## config.mk

```make
export PLATFORM = sky130hd
export DESIGN_NAME = lcd_bus_reader
export DESIGN_NICKNAME = d
export VERILOG_FILES = /design/src/rtl/lcd1602_pkg.sv /design/src/rtl/lcd_phase_timer.sv /design/src/rtl/lcd_bus_reader.sv
export SDC_FILE = /design/constraint.sdc
export NUM_CORES = 1
export LEC_CHECK = 0
export ABC_AREA = 1
export CAP_MARGIN = 10
export CORE_MARGIN = 1
export CORE_UTILIZATION = 51
export DETAILED_ROUTE_END_ITERATION = 16
export PLACE_DENSITY = 0.79
export SYNTH_ARGS = -nofsm -noshare
export SYNTH_HDL_FRONTEND = slang
export SYNTH_SLANG_ARGS = --single-unit
```

## constraint.sdc

```tcl
create_clock -name clock_50mhz -period 2.15 [get_ports clock_50mhz]
set_clock_uncertainty 0.2 [all_clocks]
set_input_delay 0.5375 -clock clock_50mhz [delete_from_list [all_inputs] [get_ports clock_50mhz]]
set_output_delay 0.5375 -clock clock_50mhz [all_outputs]
set_load 0.005 [all_outputs]
```

## src/rtl/lcd1602_pkg.sv

```systemverilog
// Shared definitions for the HD44780/LCD1602 bus blocks: state encoding, bus timing
// in 50 MHz clock cycles, and register-select codes.
package lcd1602_pkg;

    typedef enum logic [2:0] {
        ST_IDLE    = 3'd0,
        ST_SETUP   = 3'd1,
        ST_EN_HIGH = 3'd2,
        ST_HOLD    = 3'd3,
        ST_GAP     = 3'd4,
        ST_DONE    = 3'd5
    } lcd_state_e;

    localparam int unsigned BF_BIT          = 7;
    localparam int unsigned LCD_SETUP_CYC   = 3;
    localparam int unsigned LCD_EN_HIGH_CYC = 25;
    localparam int unsigned LCD_HOLD_CYC    = 3;
    localparam int unsigned LCD_GAP_CYC     = 25;
    localparam int unsigned LCD_POLL_MAX    = 1000;

    localparam logic RS_CMD  = 1'b0;
    localparam logic RS_DATA = 1'b1;

    function automatic int unsigned max4(input int unsigned a, input int unsigned b,
                                         input int unsigned c, input int unsigned d);
        int unsigned m;
        m = a;
        if (b > m) m = b;
        if (c > m) m = c;
        if (d > m) m = d;
        return m;
    endfunction

endpackage

```

## src/rtl/lcd_phase_timer.sv

```systemverilog
// Loadable down-counter; done_c is high during the last cycle of a loaded phase.
// A load of N (N >= 1) yields a phase of exactly N cycles.
module lcd_phase_timer #(
    parameter int unsigned W = 5
) (
    input  logic         clk,
    input  logic         reset,
    input  logic         load,
    input  logic [W-1:0] load_val,
    output logic         done_c
);

    logic [W-1:0] cnt_q;
    logic [W-1:0] cnt_d;

    always_comb begin
        cnt_d = cnt_q;
        if (load) begin
            cnt_d = load_val - W'(1);
        end else if (cnt_q != '0) begin
            cnt_d = cnt_q - W'(1);
        end
    end

    always_ff @(posedge clk) begin
        if (reset) begin
            cnt_q <= '0;
        end else begin
            cnt_q <= cnt_d;
        end
    end

    assign done_c = (cnt_q == '0);

endmodule

```

## src/rtl/lcd_bus_reader.sv

```systemverilog
// Read-side transactor for the LCD1602 8-bit bus: single busy-flag/data reads and
// busy-flag polling until BF clears or the poll budget runs out.
module lcd_bus_reader
    import lcd1602_pkg::*;
#(
    parameter int unsigned SETUP_CYC   = LCD_SETUP_CYC,
    parameter int unsigned EN_HIGH_CYC = LCD_EN_HIGH_CYC,
    parameter int unsigned HOLD_CYC    = LCD_HOLD_CYC,
    parameter int unsigned GAP_CYC     = LCD_GAP_CYC,
    parameter int unsigned POLL_MAX    = LCD_POLL_MAX
) (
    input  logic       clock_50mhz,
    input  logic       reset,
    input  logic       req_valid,
    output logic       req_ready,
    input  logic       req_rs,
    input  logic       req_poll,
    output logic       rsp_valid,
    output logic [7:0] rsp_data,
    output logic       rsp_busy,
    output logic [6:0] rsp_addr,
    output logic       rsp_timeout,
    output logic       bus_active,
    output logic       lcd_rs,
    output logic       lcd_rw,
    output logic       lcd_en,
    output logic       lcd_data_oe,
    input  logic [7:0] lcd_data_in
);

    localparam int unsigned TW  = $clog2(max4(SETUP_CYC, EN_HIGH_CYC, HOLD_CYC, GAP_CYC) + 1);
    localparam int unsigned PCW = $clog2(POLL_MAX + 1);

    lcd_state_e     state_q, state_d;
    logic           rs_q, rs_d;
    logic           poll_q, poll_d;
    logic [PCW-1:0] rd_cnt_q, rd_cnt_d;
    logic [7:0]     rsp_data_q, rsp_data_d;
    logic           rsp_timeout_q, rsp_timeout_d;
    logic           rsp_valid_q, rsp_valid_d;
    logic           req_ready_q, req_ready_d;
    logic           lcd_en_q, lcd_en_d;
    logic           lcd_rw_q, lcd_rw_d;
    logic           lcd_rs_q, lcd_rs_d;
    logic           lcd_oe_q, lcd_oe_d;
    logic           bus_active_q, bus_active_d;
    logic           ph_load;
    logic [TW-1:0]  ph_len;
    logic           ph_done_c;

    lcd_phase_timer #(.W(TW)) u_phase_timer (
        .clk      (clock_50mhz),
        .reset    (reset),
        .load     (ph_load),
        .load_val (ph_len),
        .done_c   (ph_done_c)
    );

    // Next state, capture registers and read counter.
    always_comb begin
        state_d       = state_q;
        rs_d          = rs_q;
        poll_d        = poll_q;
        rd_cnt_d      = rd_cnt_q;
        rsp_data_d    = rsp_data_q;
        rsp_timeout_d = rsp_timeout_q;
        case (state_q)
            ST_IDLE: begin
                if (req_valid) begin
                    state_d  = ST_SETUP;
                    rs_d     = req_rs;
                    poll_d   = req_poll & (req_rs != RS_DATA);
                    rd_cnt_d = '0;
                end
            end
            ST_SETUP: begin
                if (ph_done_c) state_d = ST_EN_HIGH;
            end
            ST_EN_HIGH: begin
                if (ph_done_c) begin
                    state_d       = ST_HOLD;
                    rsp_data_d    = lcd_data_in;
                    rsp_timeout_d = 1'b0;
                    if (rd_cnt_q != PCW'(POLL_MAX)) rd_cnt_d = rd_cnt_q + PCW'(1);
                end
            end
            ST_HOLD: begin
                if (ph_done_c) begin
                    if (poll_q && rsp_data_q[BF_BIT] && (rd_cnt_q < PCW'(POLL_MAX))) begin
                        state_d = ST_GAP;
                    end else begin
                        state_d       = ST_DONE;
                        rsp_timeout_d = poll_q & rsp_data_q[BF_BIT];
                    end
                end
            end
            ST_GAP: begin
                if (ph_done_c) state_d = ST_EN_HIGH;
            end
            ST_DONE: state_d = ST_IDLE;
            default: state_d = ST_IDLE;
        endcase
    end

    // Phase timer reload and registered bus/handshake outputs decoded from the next state.
    always_comb begin
        ph_load      = (state_d != state_q);
        ph_len       = TW'(1);
        lcd_en_d     = 1'b0;
        lcd_rw_d     = 1'b0;
        lcd_rs_d     = RS_CMD;
        lcd_oe_d     = 1'b1;
        bus_active_d = 1'b0;
        rsp_valid_d  = 1'b0;
        req_ready_d  = 1'b0;
        case (state_d)
            ST_IDLE: req_ready_d = 1'b1;
            ST_SETUP, ST_EN_HIGH, ST_HOLD: begin
                lcd_rw_d     = 1'b1;
                lcd_rs_d     = rs_d;
                lcd_oe_d     = 1'b0;
                bus_active_d = 1'b1;
                lcd_en_d     = (state_d == ST_EN_HIGH);
                if (state_d == ST_SETUP)        ph_len = TW'(SETUP_CYC);
                else if (state_d == ST_EN_HIGH) ph_len = TW'(EN_HIGH_CYC);
                else                            ph_len = TW'(HOLD_CYC);
            end
            ST_GAP: begin
                lcd_rw_d     = 1'b1;
                lcd_oe_d     = 1'b0;
                bus_active_d = 1'b1;
                ph_len       = TW'(GAP_CYC);
            end
            ST_DONE: rsp_valid_d = 1'b1;
            default: req_ready_d = 1'b0;
        endcase
    end

    always_ff @(posedge clock_50mhz) begin
        if (reset) begin
            state_q       <= ST_IDLE;
            rs_q          <= 1'b0;
            poll_q        <= 1'b0;
            rd_cnt_q      <= '0;
            rsp_data_q    <= '0;
            rsp_timeout_q <= 1'b0;
            rsp_valid_q   <= 1'b0;
            req_ready_q   <= 1'b1;
            lcd_en_q      <= 1'b0;
            lcd_rw_q      <= 1'b0;
            lcd_rs_q      <= 1'b0;
            lcd_oe_q      <= 1'b1;
            bus_active_q  <= 1'b0;
        end else begin
            state_q       <= state_d;
            rs_q          <= rs_d;
            poll_q        <= poll_d;
            rd_cnt_q      <= rd_cnt_d;
            rsp_data_q    <= rsp_data_d;
            rsp_timeout_q <= rsp_timeout_d;
            rsp_valid_q   <= rsp_valid_d;
            req_ready_q   <= req_ready_d;
            lcd_en_q      <= lcd_en_d;
            lcd_rw_q      <= lcd_rw_d;
            lcd_rs_q      <= lcd_rs_d;
            lcd_oe_q      <= lcd_oe_d;
            bus_active_q  <= bus_active_d;
        end
    end

    assign req_ready   = req_ready_q;
    assign rsp_valid   = rsp_valid_q;
    assign rsp_data    = rsp_data_q;
    assign rsp_busy    = rsp_data_q[BF_BIT];
    assign rsp_addr    = rsp_data_q[6:0];
    assign rsp_timeout = rsp_timeout_q;
    assign bus_active  = bus_active_q;
    assign lcd_rs      = lcd_rs_q;
    assign lcd_rw      = lcd_rw_q;
    assign lcd_en      = lcd_en_q;
    assign lcd_data_oe = lcd_oe_q;

endmodule
```

# [Word level (Yosys, flattened, before mapping)]
# Index checks and enable logic that the tools add are counted.
[word_totals] in_bits=13 wordCells=79 out_inout_bits=24 reg_bits=35
[classes] magnitude_cmp=1 bitwise=4 muxes=25 add_sub_neg=3 eq_ne=16 reduce_logical=17
[ops] op="2-to-1 mux 10 bit" count=3
[ops] op="2-to-1 mux 5 bit" count=4
[ops] op="case mux 10 bit (2 select lines)" count=1
[ops] op="equality test 3 x 2 -> 1 bit, second input constant" count=4
[ops] op="2-to-1 mux 3 bit" count=4
[ops] op="case mux 3 bit (4 select lines)" count=1
[ops] op="adder 10 x 1 -> 10 bit, second input constant" count=1
[ops] op="< comparator 10 bit, second input constant" count=1
[ops] op="2-to-1 mux 1 bit" count=10
[ops] op="inequality test 10 bit, second input constant" count=1
[ops] op="inequality test 2 bit, second input constant" count=5
[ops] op="case mux 5 bit (2 select lines)" count=1
[ops] op="subtractor 5 x 1 -> 5 bit, second input constant" count=2
[ops] op="equality test 3 bit, second input constant" count=3
[ops] op="AND reduction 4 bit" count=2
[ops] op="equality test 3 x 1 -> 1 bit, second input constant" count=2
[ops] op="logical NOT 3 bit" count=2
[ops] op="nonzero test 2 bit" count=3
[ops] op="logical NOT 5 bit" count=1
[ops] op="nonzero test 5 bit" count=1
[ops] op="AND reduction 2 bit" count=2
[ops] op="OR reduction 2 bit" count=2
[ops] op="OR reduction 4 bit" count=1
[ops] op="inequality test 3 bit" count=1
[ops] op="5 further kinds" count=8

# [Longest topological paths before layout]
[logic_depth] word_depth=11 ltp_mapped=16 mapped_depth_nobuf=16

# [Cells and area by module]
# Synthesis repeated with hierarchy kept, for this count alone.
[unflattened] cells_unflattened=287 area_unflattened_um2=1905.6
[modules_own_cells] module="lcd_bus_reader" seq_area_each_um2=600.6 cells_each=233 area_each_um2=1572.8 n_inst=1
[modules_own_cells] module="lcd_phase_timer" seq_area_each_um2=100.1 cells_each=54 area_each_um2=332.8 n_inst=1

# [Worst setup path before layout]
# Ideal clock, no wire load.
[synth_timing] kind="reg-to-reg" from="register state_q[0]" to="register u_phase_timer.cnt_q[4]" required_ps=1884 setup_ps=66 setup_slack_ps=190 path_buffers=0 period_less_slack_ps=1960 stages_incl_launch_ff=16 t_arrival_ps=1694 path_cell_list="dfxtp_1 inv_2 nor2_2 nand2_2 nor2_2 nand2_2 nand2_1 nor2_1 nand2_4 nand2_2 nor2_1 ha_1 nand2_1 nor2_1 nand2_1 a21oi_2"
[synth_between] elab_chain_cells=9 word_cells_on_any_way=23 cone_classes="add/sub (1); eq/ne (9); mux (9); reduce/logical (4)"
[synth_lines] element="start: declaration" line="lcd_bus_reader.sv:34" text="lcd_state_e state_q, state_d;"
[synth_lines] element="start signal: assignment" line="lcd_bus_reader.sv:155" text="state_q <= state_d;"
[synth_lines] element="equality test 3 bit or equality test 3 x 1 -> 1 bit (tied branches)" line="lcd_bus_reader.sv:67" text="case (state_q)"
[synth_lines] element="OR reduction 2 bit (no line)"
[synth_lines] element="case mux 3 bit (4 select lines)" line="lcd_bus_reader.sv:67"
[synth_lines] element="equality test 3 x 2 -> 1 bit" line="lcd_bus_reader.sv:116, lcd_bus_reader.sv:125"
[synth_lines] element="2-to-1 mux 5 bit" line="lcd_bus_reader.sv:125" text="else if (state_d == ST_EN_HIGH) ph_len = TW'(EN_HIGH_CYC);"
[synth_lines] element="2-to-1 mux 5 bit" line="lcd_bus_reader.sv:124" text="if (state_d == ST_SETUP) ph_len = TW'(SETUP_CYC);"
[synth_lines] element="case mux 5 bit (2 select lines)" line="lcd_bus_reader.sv:116" text="case (state_d)"
[synth_lines] element="subtractor 5 x 1 -> 5 bit" line="lcd_phase_timer.sv:19" text="cnt_d = load_val - W'(1);"
[synth_lines] element="2-to-1 mux 5 bit" line="lcd_phase_timer.sv:18" text="if (load) begin"
[synth_lines] element="end signal: assignment" line="lcd_phase_timer.sv:29" text="cnt_q <= cnt_d;"
[synth_lines] element="end: declaration" line="lcd_phase_timer.sv:13" text="logic [W-1:0] cnt_q;"
# Parallel ways exist; a longest one is shown, timed or not.
# A chain may end at the register's enable or synchronous reset.

# [Worst setup path in the final report]
# Ends and elaborated chain as after synthesis.

==> flow_summary.json <==
{
  "grt_util_met3_pct": 6.93,
  "initial_core_util_pct": 54.7,
  "avgSynthCellArea_um2": 7.33,
  "yosys_warnings": 0,
  "finalCritPeriodShare_pct": 96.2,
  "irDropWorstVdd_mv": 0.996,
  "vias": 1875,
  "slew_headroom_pct": 75.8,
  "layout_min_cycle_time_ns": 2.07,
  "cts_tree": "yes",
  "dr.pass1.iters": 4,
  "ys_ff_latch": 35,
  "slowest_stage": "dfxtp_4",
  "grtUsageMet1_pct": 28.0,
  "synth_nets": 271,
  "h-tree-depth": 2,
  "use_met2_pct": 40.1,
  "syn_area_mm2": 0.00187,
  "fmax_mhz": 484,
  "synth_cell_types": 31,
  "synth_edf_count": 0,
  "power_leakage_uw": 0.00102,
  "critical_path_class": "reg -> reg",
  "slowest_delay_ns": 0.40,
  "hpwl_mm": 3.17,
  "hp-class": "reg -> reg",
  "top_usage_layer": "met2",
  "area_delta_synth_final_pct": 36.2,
  "ioPinCount": 37,
  "gr-total-overflow": 0,
  "clkSinkCount": 35,
  "place_congestion": 0.893,
  "cts_max_path_buffers": 2,
  "synth_area_leader_cell": "dfxtp_1",
  "synth_area_leaders": "dfxtp_1, nand2_1, nor2_1, nand3_1, buf_4",
  "final_core_util_pct": 74.5,
  "ys_seq_area_share_pct": 37.5,
  "groute.usage.overall_pct": 23.8,
  "placedCellCount": 344,
  "nFillCells": 255,
  "path_delay_family": "simple AND/OR/NAND/NOR gates",
  "first_global_vias": 1712,
  "instances_no_fill": 358,
  "numCtsBuffers": 5,
  "placed_area_mm2": 0.00235,
  "tightestPinTransition_ns": 0.360,
  "finalSetupViolCount": 0,
  "critPathLaunchType": "register",
  "antenna_found_initial": 0,
  "clock-root-buffer": "clkbuf_4",
  "fp.dieH_um": 62.5,
  "critical_path_arrival_ns": 2.16,
  "crit_required_ns": 2.24,
  "cts.clk_slew.worst_paths_ns": 0.10,
  "wl_mm": 4.49,
  "synth_flop_cell": "dfxtp_1",
  "final_common_cell": "nand2_1",
  "cp_max_fo": 5,
  "ant_nets": 0,
  "die_area_mm2": 0.00391,
  "maxSlewViolCount": 0,
  "remaining_drc_errors": 0,
  "viasPerCell": 5.24,
  "end_kind": "register",
  "drive_above_1_share_pct": 26.9,
  "critical_path.cell_chain": "inv_2, nor2_4, nand2_2, nor2_2, nand2_2, nand4_2, nand2_4, nand3_1, nand2_1, inv_1, ha_2, nand2_2, nor2_1, nand2_1, a21oi_2",
  "status": "finished, final reports clean",
  "path_buf_inv": 2,
  "fp-row-count": 21,
  "worstSkewPairLatency_ns": 0.34,
  "nNetsFinal": 327,
  "postLayoutCellArea_mm2": 0.00255,
  "dieWidth_um": 62.5,
  "grt_pass1_wl_mm": 7.37,
  "powerDensity_mw_per_mm2": 1220,
  "grt_max_degree": 12,
  "wire_per_inst_um": 12.5,
  "hold_viol": 0,
  "maxCapViolCount": 0,
  "core_mm2": 0.00342,
  "final_cell_mix": "nand2_1, clkdlybuf4s50_1, nor2_1",
  "portBuffers": 36,
  "async_flop_share_pct": 0,
  "synth_cells": 255,
  "cpMostUsedCell": "nand2_2",
  "drtIter0Drc": 115,
  "yosysTopAreaCellShare_pct": 37.5,
  "antenna_cells": 0
}
cells in the mapped netlist, types with 7 or more instances:
master	count
nand2_2	7
nor3_1	12
nand3_1	18
nand2_1	43
inv_2	7
inv_1	20
buf_4	12
a21oi_1	13
dfxtp_1	35
o21ai_0	11
nor2_1	34
stage by stage:
stage	worst slack (ns)	hold slack, ns	TNS, ns	total power, uW
6_report	0.0824	0.277	0	3110
5_1_grt	-0.0300	0.288	-0.0517	3340
3_3_place_gp	-0.225	0.251	-0.594	2380
3_5_place_dp	-0.321	0.261	-0.892	2420
4_1_cts	0.0183	0.276	0	2940
2_1_floorplan	0.190	0.245	0	1850
flip-flops by register name (all words and copies together), names as in the netlist, 3 cells and up:
signal	count
state_q	3
rd_cnt_q	10
u_phase_timer.cnt_q	5
rsp_data	8
worst paths after layout:
kind / cells after the start / slack (ns) / end / startpoint
min: 2 / 0.28 / poll_q / poll_q
max: 15 / 0.08 / u_phase_timer.cnt_q[4] / state_q[0]
min reg2reg: 2 / 0.28 / poll_q / poll_q
max reg2reg: 15 / 0.08 / u_phase_timer.cnt_q[4] / state_q[0]
area by class of cell:
cell class	count	area (um2)	area share [%]
multi-input cells	179	1020	40.1
clock buffers	6	51.3	2.01
repair buffers	63	566	22.2
flip-flops and latches	35	712	28.0
inverters	27	104	4.08
well taps	46	57.6	2.26
clock inverters	2	35.0	1.38
cells by family after synthesis:
family	share of synthesized area, %
fa+ha+maj	2.01
simple gates	34.6
flops	37.5
buf+inv	10.8
xor+xnor	3.75
compound gates	11.3
worst reg2reg max path, delay by kind of cell, from the launching register on:
kind,cells,cell delay [ns]
AOI/OAI and AO/OA,1,0.12
adders and majority gates,1,0.19
buffers and inverters,2,0.13
DFF,1,0.40
and+or+nand+nor,11,0.99
layer usage:
layer	routed length (um)	share of wire, %	vias to the layer above
li1	-	-	931
met1	1930	43	850
met2	2140	48	81
met3	312	7.0	13
met4	98	2.2	0
met5	0	0	-
report_power, final:
group          switching [uW]  leakage [uW]  internal (uW)  total [uW]
registers                93.6      0.000288            781         874
logic                     940      0.000687            801        1740
clock network             220     0.0000482            275         495
what timing repair did:
action | 4_1_cts | 5_1_grt
setup buffers | 0 | 5
setup endpoints to repair | 2 | 3
gates resized for setup | 2 | 20
cloned | 0 | 1
hold buffers | 0 | 0
pin swaps | 0 | 6
(Power assumes the default switching activity.)
